===== src/rtl/if_fetch_unit.sv =====
// if_fetch_unit: miniLA instruction-fetch stage. One outstanding IROM request,
// buffered instruction handed to decode over a valid/ready handshake.
`default_nettype none

module if_fetch_unit #(
    parameter logic [31:0] RESET_PC = 32'h1C00_0000,
    parameter logic [31:0] NOP_INST = 32'h0340_0000
) (
    input  logic        cpu_clk,
    input  logic        cpu_rst_n,
    output logic        irom_req,
    output logic [31:0] irom_addr,
    input  logic        irom_rvalid,
    input  logic [31:0] irom_rdata,
    input  logic        id_ready,
    input  logic        redirect,
    input  logic [31:0] redirect_pc,
    output logic        if_valid,
    output logic [31:0] if_inst,
    output logic [31:0] if_pc,
    output logic [31:0] if_pc4,
    output logic        if_adef
);

    typedef enum logic [1:0] {
        S_BOOT = 2'd0,
        S_WAIT = 2'd1,
        S_DROP = 2'd2,
        S_HOLD = 2'd3
    } state_t;

    state_t      state, state_nx;
    logic [31:0] pc, pc_nx;
    logic [31:0] inst_nx, ipc_nx;
    logic        adef_nx;
    logic        req_nx, valid_nx;
    logic        req_block;

    always_ff @(posedge cpu_clk or negedge cpu_rst_n) begin
        if (!cpu_rst_n) begin
            state    <= S_BOOT;
            pc       <= RESET_PC;
            irom_req <= 1'b0;
            if_valid <= 1'b0;
            if_inst  <= 32'd0;
            if_pc    <= 32'd0;
            if_adef  <= 1'b0;
        end else begin
            state    <= state_nx;
            pc       <= pc_nx;
            irom_req <= req_nx;
            if_valid <= valid_nx;
            if_inst  <= inst_nx;
            if_pc    <= ipc_nx;
            if_adef  <= adef_nx;
        end
    end

    always_comb begin
        state_nx  = state;
        pc_nx     = pc;
        inst_nx   = if_inst;
        ipc_nx    = if_pc;
        adef_nx   = if_adef;
        req_block = 1'b0;
        case (state)
            S_BOOT: state_nx = S_WAIT;
            S_WAIT: begin
                if (redirect) begin
                    // Only a request still awaiting its response needs draining;
                    // irom_req is low for one cycle after any redirect here.
                    pc_nx     = redirect_pc;
                    req_block = 1'b1;
                    if (irom_req && !irom_rvalid)
                        state_nx = S_DROP;
                end else if (pc[1:0] != 2'b00) begin
                    inst_nx  = NOP_INST;
                    ipc_nx   = pc;
                    adef_nx  = 1'b1;
                    state_nx = S_HOLD;
                end else if (irom_req && irom_rvalid) begin
                    inst_nx  = irom_rdata;
                    ipc_nx   = pc;
                    adef_nx  = 1'b0;
                    state_nx = S_HOLD;
                end
            end
            S_DROP: begin
                if (redirect)
                    pc_nx = redirect_pc;
                if (irom_rvalid)
                    state_nx = S_WAIT;
            end
            S_HOLD: begin
                if (redirect) begin
                    pc_nx    = redirect_pc;
                    state_nx = S_WAIT;
                end else if (id_ready) begin
                    pc_nx    = if_pc + 32'd4;
                    state_nx = S_WAIT;
                end
            end
            default: state_nx = S_BOOT;
        endcase
        req_nx   = (state_nx == S_WAIT) && (pc_nx[1:0] == 2'b00) && !req_block;
        valid_nx = (state_nx == S_HOLD);
    end

    assign irom_addr = pc;
    assign if_pc4    = if_pc + 32'd4;

endmodule

`default_nettype wire


===== config.mk =====
export PLATFORM = sky130hd
export DESIGN_NAME = if_fetch_unit
export DESIGN_NICKNAME = d
export VERILOG_FILES = /design/src/rtl/if_fetch_unit.sv
export SDC_FILE = /design/constraint.sdc
export NUM_CORES = 1
export LEC_CHECK = 0
export CAP_MARGIN = 25
export CORE_MARGIN = 2
export CORE_UTILIZATION = 46
export DETAILED_ROUTE_END_ITERATION = 16
export MAX_ROUTING_LAYER = met4
export PLACE_DENSITY = 0.92
export SYNTH_ARGS = -nofsm -noshare
export SYNTH_HDL_FRONTEND = slang
export SYNTH_SLANG_ARGS = --single-unit

===== constraint.sdc =====
create_clock -name cpu_clk -period 5.25 [get_ports cpu_clk]
set_input_delay 0.7875 -clock cpu_clk [delete_from_list [all_inputs] [get_ports cpu_clk]]
set_output_delay 0.7875 -clock cpu_clk [all_outputs]
set_load 0.05 [all_outputs]

Word-level counts from Yosys, hierarchy flattened
Index checks and enable logic that the tools add are counted.
Cells by class
  muxes and demuxes: 20
  reductions and logical operators: 14
  equality and inequality tests: 7
  $add $sub $neg: 1
  bitwise gates (word level): 1
Operators with widths (count)
  $mux W32: 7
  $pmux W32 S2: 1
  $add A32 B3 Y32 const B: 1
  $mux W2: 7
  $pmux W2 S4: 1
  $eq A2 B2 Y1 const B: 3
  $reduce_and A3 Y1: 2
  $reduce_bool A2 Y1: 3
  $eq A2 B1 Y1 const B: 2
  $logic_and A1 B1 Y1: 4
  $logic_not A2 Y1: 2
  $mux W1: 4
  $ne A3 B3 Y1 const B: 1
  $logic_not A1 Y1: 2
  $ne A2 B1 Y1 const B: 1
  $reduce_or A2 Y1: 1
  $not A1 Y1: 1
Word-level totals
  input port bits: 69
  output and inout bits: 131
  bits in registers: 101

Longest topological paths before layout
Gate-level depths: netlist of the first run.
  word-level depth: 8
  depth in mapped cells: 8
  depth with buffers taken out: 7

Worst setup path before layout of the first run
Ideal clock, no wire load.
  path type: flip-flop to output port
  start: register if_pc[3]
  end: output port if_pc4[16]
  arrival time: 2.340 ns
  buffers on the path: 0
  cell stages (with the launch flop): 5
  setup slack: 2.123 ns
  cells stage by stage: dfrtp_1 ha_1 nand4_1 nor4_2 xor2_1
Between the ends
  longest elaborated chain between the ends: 1
RTL lines
  start: declaration: RTL line 20  | output logic [31:0] if_pc,
  start signal: assignment: RTL line 54  | if_pc <= ipc_nx;
  $add A32 B3 Y32: RTL line 110  | assign if_pc4 = if_pc + 32'd4;
  end: declaration: RTL line 21  | output logic [31:0] if_pc4,
Every way passes these cells.

Final worst setup path of the first run
  start: register if_pc[2]
  end: output port if_pc4[28]
The elaborated chain is that of the path after synthesis.

==> results of run 1 <==
-- through the flow --
step | instance area (sq um) | power [mW]
2_1_floorplan | 4770 | 3.59
3_3_place_gp | 6890 | 4.69
3_5_place_dp | 6890 | 4.77
4_1_cts | 7130 | 5.38
5_1_grt | 7150 | 5.63
6_report | 7150 | 5.38
-- cell usage after synthesis, types with 2 or more instances --
cell,n
a21oi_1,22
clkbuf_1,22
nand4_1,7
nor4_4,2
o21ai_0,4
nor3_1,9
buf_2,2
a31oi_1,2
nand2b_1,2
ha_1,6
xor2_1,17
nand2_1,113
nor2b_1,5
dfstp_2,3
nand3_1,13
o22ai_1,20
buf_4,3
nor2_1,50
o22a_1,2
and2_1,3
xnor2_1,11
mux2i_1,3
inv_1,26
dfrtp_1,98
a22o_1,30
a221oi_1,9
and3_1,9
-- state kept, by name, summed over array words and instances (netlist names) --
name,flops
state,2
irom_addr,32
if_adef,1
irom_req,1
if_inst,32
if_pc,32
if_valid,1
-- cells by family (layout without fill, tap and decap cells) --
| family | Yosys count | after routing | share of synthesized area |
|---|---|---|---|
| adders and majority gates | 6 | 6 | 0.0157 |
| muxes | 3 | 3 | 0.00629 |
| AOI/OAI and AO/OA | 94 | 94 | 0.140 |
| xor gates and xnor gates | 28 | 28 | 0.0514 |
| buffers and inverters | 53 | 249 | 0.0445 |
| and+or+nand+nor | 220 | 220 | 0.212 |
| DFF | 101 | 101 | 0.530 |
-- power by group through the flow --
stage	Combinational [mW]	Sequential [mW]	Clock [mW]
global route	3.52	1.48	0.631
global placement	3.27	1.42	0
detailed placement	3.33	1.44	0
floorplan	1.24	2.36	0
CTS	3.34	1.43	0.599
finish	3.34	1.44	0.591
-- final timing paths --
| check | from | to | slack [ns] | depth (start not counted) |
|---|---|---|---|---|
| max | if_pc[2]$_DFFE_PN0P_ | if_pc4[28] | 1.40 | 7 |
| min reg2reg | irom_addr[6]$_DFFE_PN0P_ | if_pc[6]$_DFFE_PN0P_ | 0.50 | 2 |
| max in group asynchronous | cpu_rst_n | irom_addr[8]$_DFFE_PN0P_ | 3.71 | 2 |
| min in group cpu_clk | irom_addr[6]$_DFFE_PN0P_ | if_pc[6]$_DFFE_PN0P_ | 0.50 | 2 |
| min | cpu_rst_n | if_inst[12]$_DFFE_PN0P_ | 0.43 | 1 |
| max reg2reg | state[1]$_DFF_PN0_ | irom_req$_DFF_PN0_ | 2.71 | 8 |
-- final cells by class --
| cell class | instances | area [sq um] |
|---|---|---|
| multi-input combinational | 351 | 2050 |
| clock inverter | 4 | 95.1 |
| tap | 136 | 170 |
| fill | 741 | 3040 |
| inverter | 26 | 97.6 |
| sequential | 101 | 2530 |
| clock buffer | 12 | 145 |
| timing repair buffer | 207 | 2060 |
-- per-layer routing --
layer	track usage	vias up
li1	-	2094
met1	0.336	2178
met2	0.453	242
met3	0.0588	27
met4	0.104	0
met5	-	-
-- worst max-delay path, cell delays in order, from the launching register on --
cell and delay, ns:
dfrtp_1 0.46, ha_1 0.27, nand4_1 0.27, nor4_2 0.46
nand3_1 0.16, xor2_1 0.18, inv_1 0.08, clkdlybuf4s50_1 0.83
==> metrics.md, run 1 <==
| Metric | Value |
|---|---|
| Core area | `just over 10000 sq um` |
| Syn nets | `580` |
| Final setup violation count | `0` |
| Total track usage | `0.276` |
| Syn Area/Cell | `approximately 9.5 sq um` |
| Switching share of power | `0.536` |
| Synth Register Bits | `between 100 and 150` |
| DRT Pass-1 Iters | `5` |
| Outcome | `finished clean` |
| Peak Freq | `260 MHz` |
| Final period util | `0.734` |
| Placed cells | `820` |
| Max-slew violations | `0` |
| Total die area | `~11000 sq um` |
| Largest cells by area after synthesis | `dfrtp_1, nand2_1, a22o_1` |
| DRT met1 WL | `around 5.9 mm` |
| Nets | `just under 800` |
| Fin util | `0.702` |
| Num Clock Sinks | `between 100 and 150` |
| Largest net degree at the start of global routing | `62` |
| Most frequent cells in the layout | `clkdlybuf4s50_1, nand2_1, dfrtp_1` |
| Yosys warnings | `0` |
| Minimum clock period | `around 3.9 ns` |
| # rows | `37` |
| Leak | `between 3 and 4 nW` |
| Via count | `4541` |
| I/O pin total | `200` |
| Setup TNS | `0 ns` |
| Maximum fanout along the worst path | `6` |
| GR Overflow Total | `0` |
| Worst hold slack | `approximately 0.43 ns` |
| Chip height | `106 um` |
| Total wire length | `between 10 and 15 mm` |
| Largest area contributor in the netlist | `dfrtp_1` |
| Commonest non-fill, non-tap cell in the layout | `clkdlybuf4s50_1` |
| Clock power share | `0.110` |
| Worst-Skew Late Latency | `between 0.3 and 0.4 ns` |
| Gate power share | `0.622` |
| Internal | `2.50 mW` |
| Pre-CTS setup slack | `between 1.5 and 2 ns` |
| P_sw | `~2.9 mW` |
| TritonCTS clock tree | `done` |
| Synth Instances | `505` |
| Detail Placement HPWL | `roughly 11 mm` |
| Sequential share of the synthesized area | `0.530` |
| Critical Path RT | `4.46 ns` |
| Synthesis-to-finish area growth | `49.7%` |
| Post-CTS Resized | `0` |
| First-pass GRT wire length | `approximately 24 mm` |
| Yosys top cell area share | `0.514` |
| ANT nets after route | `0` |
| Die W | `~110 um` |
| Hold buffers post-CTS | `0` |
| RSZ-0062 raised after global routing | `false` |
| Max cap viols | `0` |
| Vias in the first global route | `around 4.7k` |
| Main flop type after synthesis | `dfrtp_1` |
| Critical Path AT | `3.06 ns` |
| Initial DRC count | `around 230` |
| Worst-Margin Slew | `approximately 0.82 ns` |
| Routability cong. | `0.824` |
| Worst VDD drop | `0.000394 V` |
| Final worst slack | `approximately 1.4 ns` |
| Yosys cell types | `39` |
| Max layer used | `met4` |
| Met2 WL post-DR | `roughly 7.4 mm` |
| Share of cells above drive strength 1 | `0.0528` |
| Post-CTS Setup Bufs | `0` |
| Antenna violations before repair | `0` |
| Worst min path class | `in -> async` |
| Slew Limit Headroom | `0.450` |
| Fin Clk Skew | `roughly 0.013 ns` |
| Vias per cell | `5.43` |
| Post-synth EDFFs | `0` |
| Final hold violations | `0` |
| H-Tree Level Count | `3` |
| Diode count | `0` |
| Critical path type | `reg -> out` |
| Async S/R FF share, synth | `1.00` |
| Worst-path clk slew | `0.09 ns` |
| CP endpoint kind | `output pin` |
| Initial Util | `0.469` |
| CTS root buf | `clkbuf_8` |
| Met3 routed WL | `about 1.2 mm` |
| Area of the mapped netlist | `roughly 4800 sq um` |
| PD cells | `752 nW/um^2` |
| Drc violations | `0` |
| Final cell count without fillers | `between 800 and 900` |
| Setup crit start kind | `register` |
| Routed len/inst | `17.7 um` |
| TritonCTS Buffers | `9` |
| Sequential power share | `0.268` |
| Port Buf Inserts | `between 150 and 200` |
| CTS max path bufs | `2` |
Note: power is estimated with default switching activity, not from simulation.
==> run 2, diff against run 1 <==
--- a/config.mk
+++ b/config.mk
@@ -7,10 +7,10 @@
 export LEC_CHECK = 0
 export CAP_MARGIN = 25
 export CORE_MARGIN = 2
-export CORE_UTILIZATION = 46
+export CORE_UTILIZATION = 39
 export DETAILED_ROUTE_END_ITERATION = 16
 export MAX_ROUTING_LAYER = met4
-export PLACE_DENSITY = 0.92
+export PLACE_DENSITY = 0.84
 export SYNTH_ARGS = -nofsm -noshare
 export SYNTH_HDL_FRONTEND = slang
 export SYNTH_SLANG_ARGS = --single-unit
==> constraint.sdc (replaced) <==
create_clock -name cpu_clk -period 3.2 [get_ports cpu_clk]
set_input_delay 0.48 -clock cpu_clk [delete_from_list [all_inputs] [get_ports cpu_clk]]
set_output_delay 0.48 -clock cpu_clk [all_outputs]
set_load 0.05 [all_outputs]
==> run 2 against run 1 <==
Compared with the run above: sequential share of layout area is 0.54 points lower; critical path depth is 1 lower; cell area is 1.5% higher; first-iteration DRC count is 1.7% higher.
==> metrics.md, run 2 (synthesized netlist as in run 1, its figures left out) <==
| Metric | Value |
|---|---|
| H-Tree Level Count | `3` |
| Core area | `12000 sq um` |
| Max layer used | `met4` |
| GR Overflow Total | `0` |
| P_sw | `between 4 and 5 mW` |
| TritonCTS Buffers | `9` |
| Switching share of power | `0.534` |
| Routed len/inst | `around 17 um` |
| DRT Pass-1 Iters | `5` |
| Critical path type | `reg -> out` |
| Vias per cell | `5.39` |
| Chip height | `about 110 um` |
| Share of cells above drive strength 1 | `0.0795` |
| Outcome | `finished clean` |
| Total power | `approximately 9 mW` |
| Sequential power share | `0.261` |
| Minimum clock period | `3.06 ns` |
| Antenna violations before repair | `0` |
| Critical Path RT | `roughly 2.7 ns` |
| Via count | `approximately 4.6k` |
| Worst VDD drop | `0.000532 V` |
| Met2 WL post-DR | `roughly 7.3 mm` |
| Fill count | `978` |
| Total track usage | `0.235` |
| Setup crit start kind | `register` |
| Setup TNS | `0 ns` |
| Die W | `~110 um` |
| Worst-Margin Slew | `between 0.9 and 1 ns` |
| Detail Placement HPWL | `11.0 mm` |
| Slowest cell on the critical path | `clkdlybuf4s50_1` |
| Register area | `about 2500 sq um` |
| Max cap viols | `0` |
| Largest net degree at the start of global routing | `between 60 and 70` |
| Num Clock Sinks | `approximately 100` |
| CTS root buf | `clkbuf_16` |
| First-pass GRT wire length | `~24 mm` |
| Final setup violation count | `0` |
| Final cell count without fillers | `851` |
| Worst-Skew Late Latency | `0.33 ns` |
| Gate power share | `0.617` |
| CP endpoint kind | `output pin` |
| Diode count | `0` |
| Most frequent cells in the layout | `clkdlybuf4s50_1, nand2_1, dfrtp_1` |
| Worst hold slack | `0.144 ns` |
| Hold buffers post-CTS | `0` |
| Synthesis-to-finish area growth | `52.0%` |
| PD cells | `between 1000 and 1500 nW/um^2` |
| Initial Util | `0.399` |
| Clock power share | `0.121` |
| ANT nets after route | `0` |
| Routability cong. | `about 0.87` |
| Footprint of the multi-input gates | `between 2000 and 2500 sq um` |
| Placed cells | `roughly 840` |
| DRT met1 WL | `around 6 mm` |
| Worst-path cell chain | `nand3_1, nor2_1, nand4_1, xor2_1, inv_1, clkdlybuf4s50_1` |
| Worst-path clk slew | `~0.07 ns` |
| Final period util | `0.957` |
| Nets | `about 770` |
| Vias in the first global route | `~4.7k` |
| Met3 routed WL | `between 1 and 1.5 mm` |
| TritonCTS clock tree | `done` |
| Internal | `approximately 4.2 mW` |
| CTS max path bufs | `2` |
| Critical Path AT | `2.58 ns` |
| Commonest non-fill, non-tap cell in the layout | `clkdlybuf4s50_1` |
| Max-slew violations | `0` |
| Drc violations | `0` |
| # rows | `40` |
| Post-route cell area | `7260 sq um` |
| Total wire length | `between 10 and 15 mm` |
| Fin Clk Skew | `slightly below 0.01 ns` |
| Maximum fanout along the worst path | `8` |
| Placement-stage cell area | `approximately 6900 sq um` |
| CP max stage delay | `a little under 0.8 ns` |
| Post-CTS Setup Bufs | `0` |
| Slew Limit Headroom | `0.341` |
| Final hold violations | `0` |
| Peak Freq | `around 330 MHz` |
| I/O pin total | `200` |
| Total die area | `~13000 sq um` |
| Initial DRC count | `238` |
| Worst min path class | `in -> async` |
| Leak | `3.37 nW` |
| RSZ-0062 raised after global routing | `false` |
| Port Buf Inserts | `approximately 200` |
## run 2: cell count changes in the layout (fill, tap and decap cells not counted), sizes merged
cell,before,now
clkbuf,12,9
inv,26,27
bufinv,3,1
buf,9,26
clkinvlp,0,3
clkdlybuf4s50,198,180
clkinv,1,2
dlymetal6s2s,0,2
dlygate4sd2,0,2
## run 2: routing by layer
| metal | GRT usage | vias to the layer above |
|---|---|---|
| li1 | - | 2105 |
| met1 | 0.285 | 2227 |
| met2 | 0.385 | 228 |
| met3 | 0.0498 | 23 |
| met4 | 0.0911 | 0 |
| met5 | - | - |
## run 2: cell type report
class / count / share of cell area
Multi-Input combinational cell: 351 / 0.283
Clock buffer: 9 / 0.0310
Clock inverter: 7 / 0.0103
Sequential cell: 101 / 0.349
Tap cell: 147 / 0.0253
Timing Repair Buffer: 210 / 0.288
Inverter: 26 / 0.0134
## run 2: path summary, 6_finish.rpt
kind / slack, ns / cells past startpoint / from / endpoint
min reg2reg: 0.48 / 2 / if_adef$_DFFE_PN0P_ / if_adef$_DFFE_PN0P_
max: 0.14 / 6 / if_pc[4]$_DFFE_PN0P_ / if_pc4[15]
max reg2reg: 0.99 / 6 / state[1]$_DFF_PN0_ / irom_addr[17]$_DFFE_PN0P_
min in group cpu_clk: 0.48 / 2 / if_adef$_DFFE_PN0P_ / if_adef$_DFFE_PN0P_
min: 0.14 / 1 / cpu_rst_n / if_inst[15]$_DFFE_PN0P_
max in group asynchronous: 2.31 / 2 / cpu_rst_n / irom_addr[28]$_DFFE_PN1P_
## run 2: worst max-delay path, delay by kind of cell, from the launching register on
kind | cells | cell delay, ns
buffers and inverters | 2 | 0.87
DFF | 1 | 0.46
and+or+nand+nor | 3 | 0.70
xor gates and xnor gates | 1 | 0.22
## run 2: power groups by stage
stage                     combinational (mW)  clock [mW]  sequential (mW)
final                                   5.54        1.09             2.35
after global routing                    5.85        1.17             2.42
after CTS                               5.57        1.11             2.34
after detailed placement                5.55           0             2.35
after global placement                  5.47           0             2.31
after floorplan                         2.03           0             3.87
## run 2: repair_timing
action                                 4_1_cts  5_1_grt
gates resized for setup                      2        3
endpoints found under the hold margin        0        0
setup endpoints to repair                    2        3
## run 2: stage by stage
step / utilization / setup WS (ns)
2_1_floorplan: - / 0.380
3_3_place_gp: 0.581 / 0.372
3_5_place_dp: 0.581 / 0.294
4_1_cts: 0.606 / 0.0771
5_1_grt: 0.607 / 0.0371
6_report: 0.607 / 0.138
